$ cat src/rtl/scr1_pipe_mprf.sv
// Register file storage is not part of this bundle; the write-back queue drives its write port.

$ cat src/rtl/scr1_pipe_mprf_wbq_pkg.sv
// Shared definitions for the MPRF write-back queue.
//   SCR1_WBQ_DEPTH        default LSU FIFO depth
//   SCR1_MPRF_ADDR_WIDTH  register address width (5 for RV32I, 4 for RV32E)
//   SCR1_XLEN             data width
//   type_scr1_wbq_src_e   which source loads the MPRF output register this cycle
package scr1_pipe_mprf_wbq_pkg;

  localparam int unsigned SCR1_WBQ_DEPTH       = 2;
  localparam int unsigned SCR1_MPRF_ADDR_WIDTH = 5;
  localparam int unsigned SCR1_XLEN            = 32;

  typedef enum logic [1:0] {
    WBQ_SRC_IDLE, // nothing to write; addr/data hold
    WBQ_SRC_ALU,  // ALU write-back takes the port
    WBQ_SRC_LSU,  // live FIFO head is written
    WBQ_SRC_KILL  // stale FIFO head is discarded, port idles
  } type_scr1_wbq_src_e;

endpackage

$ cat src/rtl/scr1_pipe_wbq_fifo.sv
// LSU load-return FIFO for the write-back queue.
// Holds entries {vld, kill, rd_addr, rd_data}. It provides kill-by-address for WAW
// ordering and per-entry rs1/rs2 match vectors. The match vectors cover only valid,
// un-killed entries.
// Ports:
//   i_push/_addr/_data/_kill  enqueue at tail (caller guarantees ~o_full)
//   i_pop                     dequeue head (caller guarantees ~o_empty)
//   i_kill_req/_addr          mark every valid entry with matching rd as killed
//   i_rs1/2_addr              hazard probe addresses
//   o_full/o_empty            registered occupancy flags
//   o_head_*                  head entry contents
//   o_rs1/2_match             per-entry live address match
module scr1_pipe_wbq_fifo
  import scr1_pipe_mprf_wbq_pkg::*;
#(
  parameter int unsigned DEPTH = SCR1_WBQ_DEPTH,
  parameter int unsigned AW    = SCR1_MPRF_ADDR_WIDTH,
  parameter int unsigned XLEN  = SCR1_XLEN
) (
  input  logic             clk,
  input  logic             rst,
  input  logic             i_push,
  input  logic [AW-1:0]    i_push_addr,
  input  logic [XLEN-1:0]  i_push_data,
  input  logic             i_push_kill,
  input  logic             i_pop,
  input  logic             i_kill_req,
  input  logic [AW-1:0]    i_kill_addr,
  input  logic [AW-1:0]    i_rs1_addr,
  input  logic [AW-1:0]    i_rs2_addr,
  output logic             o_full,
  output logic             o_empty,
  output logic             o_head_kill,
  output logic [AW-1:0]    o_head_addr,
  output logic [XLEN-1:0]  o_head_data,
  output logic [DEPTH-1:0] o_rs1_match,
  output logic [DEPTH-1:0] o_rs2_match
);

  localparam int unsigned IW = $clog2(DEPTH);
  localparam int unsigned PW = IW + 1;

  logic [PW-1:0]   r_wptr;
  logic [PW-1:0]   r_rptr;
  logic [DEPTH-1:0] r_vld;
  logic [DEPTH-1:0] r_kill;
  logic [AW-1:0]   r_addr [DEPTH];
  logic [XLEN-1:0] r_data [DEPTH];

  logic [PW-1:0]   w_count;
  logic [IW-1:0]   w_widx;
  logic [IW-1:0]   w_ridx;

  // The extra pointer bit distinguishes full from empty when the indices coincide.
  assign w_count = r_wptr - r_rptr;
  assign w_widx  = r_wptr[IW-1:0];
  assign w_ridx  = r_rptr[IW-1:0];
  assign o_full  = (w_count == PW'(DEPTH));
  assign o_empty = (w_count == '0);

  assign o_head_kill = r_kill[w_ridx];
  assign o_head_addr = r_addr[w_ridx];
  assign o_head_data = r_data[w_ridx];

  always_comb begin
    o_rs1_match = '0;
    o_rs2_match = '0;
    for (int unsigned i = 0; i < DEPTH; i++) begin
      o_rs1_match[i] = r_vld[i] & ~r_kill[i] & (r_addr[i] == i_rs1_addr);
      o_rs2_match[i] = r_vld[i] & ~r_kill[i] & (r_addr[i] == i_rs2_addr);
    end
  end

  always_ff @(posedge clk) begin
    if (rst) begin
      r_wptr <= '0;
      r_rptr <= '0;
      r_vld  <= '0;
      r_kill <= '0;
    end else begin
      if (i_kill_req) begin
        for (int unsigned i = 0; i < DEPTH; i++) begin
          if (r_vld[i] && (r_addr[i] == i_kill_addr)) begin
            r_kill[i] <= 1'b1;
          end
        end
      end
      if (i_pop) begin
        r_vld[w_ridx] <= 1'b0;
        r_rptr        <= r_rptr + 1'b1;
      end
      // The tail slot is never valid when a push is allowed, so a push cannot collide
      // with the kill sweep or with the pop.
      if (i_push) begin
        r_vld[w_widx]  <= 1'b1;
        r_kill[w_widx] <= i_push_kill;
        r_addr[w_widx] <= i_push_addr;
        r_data[w_widx] <= i_push_data;
        r_wptr         <= r_wptr + 1'b1;
      end
    end
  end

`ifdef SCR1_SIM_ENV
  always_ff @(posedge clk) begin
    if (!rst) begin
      assert (w_count <= PW'(DEPTH)) else $error("wbq fifo count overflow");
    end
  end
`endif

endmodule

$ cat src/rtl/scr1_pipe_mprf_wbq.sv
// Write-back queue in front of the single MPRF write port.
// The ALU write-back is never stalled and has priority. Load returns are buffered in a
// FIFO and drain when the port is free. One registered MPRF write is issued per cycle.
// Ports:
//   exu2wbq_w_req/rd_addr/rd_data   ALU write-back (always accepted)
//   lsu2wbq_w_req/rd_addr/rd_data   load return; wbq2lsu_w_ack accepts it
//   wbq2mprf_w_req/rd_addr/rd_data  registered MPRF write
//   exu2wbq_rs1/rs2_addr            hazard probe addresses
//   wbq2exu_rs1/rs2_pend            outstanding write to the probed register
//   wbq_empty                       FIFO empty and no MPRF write in flight
module scr1_pipe_mprf_wbq
  import scr1_pipe_mprf_wbq_pkg::*;
#(
  parameter int unsigned DEPTH      = SCR1_WBQ_DEPTH,
  parameter int unsigned ADDR_WIDTH = SCR1_MPRF_ADDR_WIDTH,
  parameter int unsigned XLEN       = SCR1_XLEN
) (
  input  logic                  clk,
  input  logic                  rst,
  input  logic                  exu2wbq_w_req,
  input  logic [ADDR_WIDTH-1:0] exu2wbq_rd_addr,
  input  logic [XLEN-1:0]       exu2wbq_rd_data,
  input  logic                  lsu2wbq_w_req,
  input  logic [ADDR_WIDTH-1:0] lsu2wbq_rd_addr,
  input  logic [XLEN-1:0]       lsu2wbq_rd_data,
  output logic                  wbq2lsu_w_ack,
  output logic                  wbq2mprf_w_req,
  output logic [ADDR_WIDTH-1:0] wbq2mprf_rd_addr,
  output logic [XLEN-1:0]       wbq2mprf_rd_data,
  input  logic [ADDR_WIDTH-1:0] exu2wbq_rs1_addr,
  input  logic [ADDR_WIDTH-1:0] exu2wbq_rs2_addr,
  output logic                  wbq2exu_rs1_pend,
  output logic                  wbq2exu_rs2_pend,
  output logic                  wbq_empty
);

  logic                  r_req;
  logic [ADDR_WIDTH-1:0] r_addr;
  logic [XLEN-1:0]       r_data;

  logic                  w_full;
  logic                  w_empty;
  logic                  w_head_kill;
  logic [ADDR_WIDTH-1:0] w_head_addr;
  logic [XLEN-1:0]       w_head_data;
  logic [DEPTH-1:0]      w_rs1_match;
  logic [DEPTH-1:0]      w_rs2_match;

  logic                  w_alu_take;
  logic                  w_push;
  logic                  w_push_kill;
  logic                  w_pop;
  type_scr1_wbq_src_e    w_src;

  // Writes to x0 are architecturally void: they are acked or ignored, never queued.
  assign w_alu_take    = exu2wbq_w_req & (|exu2wbq_rd_addr);
  assign wbq2lsu_w_ack = lsu2wbq_w_req & ~w_full & ~rst;
  assign w_push        = wbq2lsu_w_ack & (|lsu2wbq_rd_addr);
  // A load arriving alongside an ALU write to the same rd counts as older, so it is born stale.
  assign w_push_kill   = w_alu_take & (lsu2wbq_rd_addr == exu2wbq_rd_addr);

  always_comb begin
    w_src = WBQ_SRC_IDLE;
    if (w_alu_take) begin
      w_src = WBQ_SRC_ALU;
    end else if (!w_empty) begin
      w_src = w_head_kill ? WBQ_SRC_KILL : WBQ_SRC_LSU;
    end
  end

  assign w_pop = (w_src == WBQ_SRC_LSU) || (w_src == WBQ_SRC_KILL);

  scr1_pipe_wbq_fifo #(
    .DEPTH (DEPTH),
    .AW    (ADDR_WIDTH),
    .XLEN  (XLEN)
  ) i_fifo (
    .clk         (clk),
    .rst         (rst),
    .i_push      (w_push),
    .i_push_addr (lsu2wbq_rd_addr),
    .i_push_data (lsu2wbq_rd_data),
    .i_push_kill (w_push_kill),
    .i_pop       (w_pop),
    .i_kill_req  (w_alu_take),
    .i_kill_addr (exu2wbq_rd_addr),
    .i_rs1_addr  (exu2wbq_rs1_addr),
    .i_rs2_addr  (exu2wbq_rs2_addr),
    .o_full      (w_full),
    .o_empty     (w_empty),
    .o_head_kill (w_head_kill),
    .o_head_addr (w_head_addr),
    .o_head_data (w_head_data),
    .o_rs1_match (w_rs1_match),
    .o_rs2_match (w_rs2_match)
  );

  always_ff @(posedge clk) begin
    if (rst) begin
      r_req  <= 1'b0;
      r_addr <= '0;
      r_data <= '0;
    end else begin
      unique case (w_src)
        WBQ_SRC_ALU: begin
          r_req  <= 1'b1;
          r_addr <= exu2wbq_rd_addr;
          r_data <= exu2wbq_rd_data;
        end
        WBQ_SRC_LSU: begin
          r_req  <= 1'b1;
          r_addr <= w_head_addr;
          r_data <= w_head_data;
        end
        default: r_req <= 1'b0;
      endcase
    end
  end

  assign wbq2mprf_w_req   = r_req;
  assign wbq2mprf_rd_addr = r_addr;
  assign wbq2mprf_rd_data = r_data;

  // The MPRF read port only sees a write after its edge, so the output register is still pending.
  assign wbq2exu_rs1_pend = (|exu2wbq_rs1_addr) &
                            ((|w_rs1_match) | (r_req & (r_addr == exu2wbq_rs1_addr)));
  assign wbq2exu_rs2_pend = (|exu2wbq_rs2_addr) &
                            ((|w_rs2_match) | (r_req & (r_addr == exu2wbq_rs2_addr)));

  assign wbq_empty = w_empty & ~r_req;

`ifdef SCR1_SIM_ENV
  always_ff @(posedge clk) begin
    if (!rst) begin
      assert (!(exu2wbq_w_req && $isunknown({exu2wbq_rd_addr, exu2wbq_rd_data})))
        else $error("wbq: X on ALU write");
      assert (!(lsu2wbq_w_req && $isunknown({lsu2wbq_rd_addr, lsu2wbq_rd_data})))
        else $error("wbq: X on load write");
      assert (!(wbq2mprf_w_req && $isunknown({wbq2mprf_rd_addr, wbq2mprf_rd_data})))
        else $error("wbq: X on MPRF write");
    end
  end
`endif

endmodule
$ cat config.mk
export PLATFORM = sky130hd
export DESIGN_NAME = scr1_pipe_mprf_wbq
export DESIGN_NICKNAME = d
export VERILOG_FILES = /design/src/rtl/scr1_pipe_mprf.sv /design/src/rtl/scr1_pipe_mprf_wbq_pkg.sv /design/src/rtl/scr1_pipe_wbq_fifo.sv /design/src/rtl/scr1_pipe_mprf_wbq.sv
export SDC_FILE = /design/constraint.sdc
export NUM_CORES = 1
export LEC_CHECK = 0
export CORE_MARGIN = 4
export CORE_UTILIZATION = 37
export CTS_CLUSTER_DIAMETER = 30
export CTS_CLUSTER_SIZE = 12
export DETAILED_ROUTE_END_ITERATION = 8
export GPL_TIMING_DRIVEN = 1
export SETUP_SLACK_MARGIN = 0.4
export SYNTH_ARGS = -nofsm -noshare
export SYNTH_HDL_FRONTEND = slang
export SYNTH_HIERARCHICAL = 1
export SYNTH_SLANG_ARGS = --single-unit
$ cat constraint.sdc
create_clock -name clk -period 3.2 [get_ports clk]
set_clock_uncertainty 0.15 [all_clocks]
set_input_delay 0.32 -clock clk [delete_from_list [all_inputs] [get_ports clk]]
set_output_delay 0.32 -clock clk [all_outputs]
set_load 0.01 [all_outputs]
Yosys cells after proc, flatten, opt, wreduce, memory -nomap -nowiden:

Memory sizes are Yosys's and may differ from the RTL's. A register that Yosys moved wholly into a read port is not among the register bits.
Index checks and enable logic that the tools add are counted.

* flip-flop bits (word level): 46
* bits in writable memories: 74
* output and inout bits: 42
* logic and storage cells: 97
* memories kept: 2

Memory list
* i_fifo.r_data: depth 2, width 32, rd ports 1, clocked after Yosys merged registers in 1, write ports 1, line scr1_pipe_wbq_fifo.sv:48 `logic [XLEN-1:0] r_data [DEPTH];`
* i_fifo.r_addr: depth 2, width 5, rd ports 3, clocked after Yosys merged registers in 1, write ports 1, line scr1_pipe_wbq_fifo.sv:47 `logic [AW-1:0] r_addr [DEPTH];`

* $add $sub $neg: 3
* order comparisons: 4
* equal/unequal tests: 13
* mux-type cells: 28
* bitwise operators: 26
* reduce and logical (&&, ||, !) cells: 14

Operators with widths (number)
* 32-bit case mux with 2 select lines: 1
* 5-bit equality test: 9
* 5-bit OR reduction: 4
* 1-bit bitwise AND: 16
* 2-bit 2-to-1 mux: 8
* 1-bit 2-to-1 mux: 15
* 5-bit case mux with 2 select lines: 1
* 2-bit equality test, second input constant: 3
* 2-bit OR reduction: 3
* 1-bit inverter: 5
* 2-bit by 1-bit adder with 2-bit output, second input constant: 2
* 1-bit logical AND: 4
* 1-bit by 2-bit less-than comparator with 1-bit output, second input constant: 2
* 2-bit bitwise AND: 1
* 2-bit bitwise mux: 1
* 1-bit demux with 1-bit select: 2
* 2-bit by 1-bit equality test with 1-bit output, second input constant: 1
* 1-bit greater-or-equal comparator, second input constant: 2
* 2-bit zero test: 1
* 2-bit inverter: 1
* 1-bit bitwise OR: 2
* 2-bit bitwise OR: 1
* 2-bit nonzero test: 1
* 2-bit subtractor: 1
* 1-bit logical OR: 1

Depth between registers and ports, before layout:

* depth in word-level cells: 11
* gate-level depth with buffers: 10

Hierarchy:

Netlist, hierarchy kept.

Modules (own cells, without submodules)
* scr1_pipe_wbq_fifo: instances 1, cells an instance 210, area an instance 3398.3 µm², sequential area each 2402.3 µm²
* scr1_pipe_mprf_wbq: instances 1, cells an instance 201, area an instance 2039.5 µm², sequential area each 760.7 µm²

Worst setup path before layout:

Ideal clock, no wire load.

* kind: reg-to-reg
* from: register i_fifo.r_rptr[0]
* to: memory i_fifo/r_addr[0][0] (netlist bit) (enable)
* setup time: 0.431 ns
* arrival: 2.950 ns
* data required time: 2.619 ns
* setup slack: -0.332 ns
* cell stages (with the launch flop): 7
* path buffers: 0
* clock period less this slack: 3.532 ns
* cell sequence: dfxtp_1 -> xor2_1 -> nor2b_1 -> nor3b_1 -> o21a_1 -> nand2b_1 -> nor2_1

* longest elaborated chain between the ends: 9

Ends and longest elaborated chain
* from (decl): line scr1_pipe_wbq_fifo.sv:44 `logic [PW-1:0] r_rptr;`
* from (signal assigned): line scr1_pipe_wbq_fifo.sv:90 `r_rptr <= r_rptr + 1'b1;`
* 2-bit subtractor: line scr1_pipe_wbq_fifo.sv:55 `assign w_count = r_wptr - r_rptr;`
* 2-bit equality test: line scr1_pipe_wbq_fifo.sv:58 `assign o_full = (w_count == PW'(DEPTH));`
* net w_full: line scr1_pipe_mprf_wbq.sv:41 `logic w_full;`
* 1-bit inverter: line scr1_pipe_mprf_wbq.sv:57 `assign wbq2lsu_w_ack = lsu2wbq_w_req & ~w_full & ~rst;`
* 1-bit bitwise AND (2 in a row): line scr1_pipe_mprf_wbq.sv:57
* net wbq2lsu_w_ack: line scr1_pipe_mprf_wbq.sv:26 `output logic wbq2lsu_w_ack,`
* 1-bit bitwise AND: line scr1_pipe_mprf_wbq.sv:58 `assign w_push = wbq2lsu_w_ack & (|lsu2wbq_rd_addr);`
* net w_push: line scr1_pipe_mprf_wbq.sv:50 `logic w_push;`
* 1-bit 2-to-1 mux: line scr1_pipe_wbq_fifo.sv:94 `if (i_push) begin`
* 1-bit 2-to-1 mux: line scr1_pipe_wbq_fifo.sv:75 `if (rst) begin`
* 1-bit 2-to-1 mux (not written as such): line scr1_pipe_wbq_fifo.sv:97 `r_addr[w_widx] <= i_push_addr;`
* to (decl): line scr1_pipe_wbq_fifo.sv:47

The timed path passes the listed nets, and every way through them passes these cells.

==> impl_metrics.ini <==
[cts]
clk_pin_slew_worst_paths_ps = 50
cts_sinks = 121
h-tree-depth = 4
cts_root_buffer = clkbuf_16
clk_latency_ps = 400
cts_tree = done
cts_buffer_depth = 2
cts_buffers = 17

[placement]
portBuffers = 129
gp_congestion = 0.8241
hpwl_um = 9149
post_dp_cell_area_um2 = 7012

[power_and_ir_drop]
power.leakage_uw = 0.002757
ir_drop_v = 0.0003157
p_per_area_nw_per_um2 = 605.1

[synthesis]
seq_area_frac_synth_pct = 58.17
ys_ff_latch = 121
syn_area_per_cell_um2 = 13.23
synth.distinct_cells = 32
netlist_area_um2 = 5438
ys_warn_count = 6
syn_inst = 411
synth_fp_nets = 501

[die]
die_w_um = 129.2
pin_count = 130
die_area_um2 = 16700
die_h_um = 129.2
core_area_um2 = 14480
initial_core_util_pct = 37.56
fp-row-count = 44

[cells_and_area]
final_cell_mix = clkdlybuf4s50_1 (128), edfxtp_1 (74), mux2_2 (72)
stdcell_area_um2 = 7685
utilization_pct = 53.08
final_nets = 652
area_growth_pct = 41.33
drive_gt1_share_pct = 23.13
n_antenna_cell = 0
nFillCells = 1261
layout_commonest_cell = clkdlybuf4s50_1

[route]
wl_met3_um = 997
vias = 3702
via_per_inst = 4.877
drc_errors = 0
wl_met2_um = 6333
routedWlPerCell_um = 17.65
initialDrtViolationCount = 204
ant_nets = 0
wl_met1_um = 5965
wirelength_um = 13390
dr.pass1.iters = 8
topRoutingLayerUsed = met4

[critical_path]
worst-path-max-fanout = 5
cp-start-kind = register
required_ps = 2730
endpoint_kind = primary output
path_class = register to primary output
cp.arrival_ps = 2210

[sta]
period_minus_slack_ps = 2676
period_share_pct = 83.62
finalHoldViolCount = 0
setup_tns_ps = 0
rsz0062_at_grt = no
fmax_mhz = 373.7
slew_headroom_pct = 54.34
worst_pin_slew_ps = 683.3
setup_viol = 0
drv_slew = 0

[min_path]
min_path_type = input port to register

[grt]
grt_max_degree = 52
grt_pass1_wl_um = 20760
antenna_found_initial = 0
grt_overflow_total = 0
grt_pass1_vias = 3963
grt_usage_pct = 16.50

[job]
maxCapViolCount = 0

[run_status]
status = complete, no violations
-- cells by family after synthesis --
family | synth area share (%)
AOI/OAI and AO/OA | 3.129
adders and majority gates | 0.4601
muxes | 21.72
xor gates and xnor gates | 7.087
buffers and inverters | 2.071
and+or+nand+nor | 7.363
DFF | 58.17
-- worst paths after layout --
check / start / end / slack (ps) / cells past startpoint
worst max register to register: i_fifo/r_rptr[0]$_SDFFE_PP0P_ / i_fifo/r_addr[1][1]$_DFFE_PP_ / 590 / 6
worst min-delay path: rst / i_fifo/r_kill[1]$_SDFF_PP0_ / 330 / 5
worst min register to register: i_fifo/r_kill[0]$_SDFF_PP0_ / i_fifo/r_kill[0]$_SDFF_PP0_ / 340 / 2
worst max-delay path: i_fifo/r_addr[0][0]$_DFFE_PP_ / wbq2exu_rs2_pend / 520 / 6
-- timing repair --
item	4_1_cts	5_1_grt
buffers inserted	0	6
gates resized for setup	2	2
hold buffers	0	0
setup endpoints to repair	74	2
pin swaps	1	0
cloned	2	0
-- area by class of cell --
cell class | instances | area (um^2) | share of cell area, %
Sequential cell | 121 | 3164 | 41.18
Multi-Input combinational cell | 266 | 2215 | 28.82
Timing Repair Buffer | 147 | 1446 | 18.82
Clock buffer | 20 | 446.7 | 5.812
Tap cell | 184 | 230.2 | 2.996
Clock inverter | 12 | 148.9 | 1.937
Inverter | 9 | 33.78 | 0.4396
-- synth_stat cells --
master     instances  share of area [%]
o21a_1             1               0.14
edfxtp_1          74                 41
xor2_1            11                1.8
nor2b_4            1               0.25
or4_1              4               0.55
dfxtp_1           47                 17
mux2_2            72                 15
nand2b_1           3               0.35
nor3_1             5               0.46
o22ai_1            2               0.23
a211oi_2           1               0.23
buf_2             12                1.1
mux2i_1           37                6.8
a21oi_1            5               0.46
inv_1              9               0.62
ha_1               2               0.46
o21a_2             1               0.16
nor2b_1            4               0.46
and4_1             1               0.16
nand4_1            8               0.92
buf_1              1              0.069
o21ai_0            4               0.37
nor2_1            50                3.5
nand2_1            9               0.62
a222oi_1           2               0.37
nor3b_1            1               0.14
clkbuf_1           4               0.28
a2111oi_2          2               0.55
o211ai_1           2               0.28
a311oi_1           1               0.16
xnor2_1           33                5.3
o21ai_1            2               0.18
-- metal layers --
metal,GRT usage [%],vias to the layer above
met5,0,-
met4,5.188,0
met3,6.678,9
met2,25.76,120
met1,21.06,1777
li1,-,1796
-- flip-flops by register name, indices dropped and copies added, names as in the netlist, named ones only --
name and flops:
wbq2mprf_w_req 1, i_fifo/r_wptr 2, i_fifo/r_kill 2, i_fifo/r_addr 10
wbq2mprf_rd_data 32, i_fifo/r_data 64, i_fifo/r_rptr 2, i_fifo/r_vld 2
wbq2mprf_rd_addr 5
-- metrics by stage --
stage	std cells	power (uW)	setup WS [ps]	hold slack, ps
after floorplan	411	2360	665.3	243.0
after global placement	719	2765	197.6	326.9
after detailed placement	719	2784	158.1	339.0
after CTS	753	4703	480.3	314.8
after global routing	759	4863	404.2	329.0
final	759	4650	524.2	331.4
-- power by group --
part           leakage [uW]  switching (uW)  internal (uW)
Clock              0.000285             662           1240
Sequential          0.00106            85.4           1760
Combinational       0.00141             377            524
Total               0.00276            1120           3530
-- worst max-delay path, cell delays in order (launching register included) --
cell and delay, ps:
edfxtp_1 510, xnor2_1 200, nand4_1 110, nor3_1 210, o22ai_1 100, o21ai_1 110
clkdlybuf4s50_1 560
Note: power is estimated with default switching activity, not from simulation.
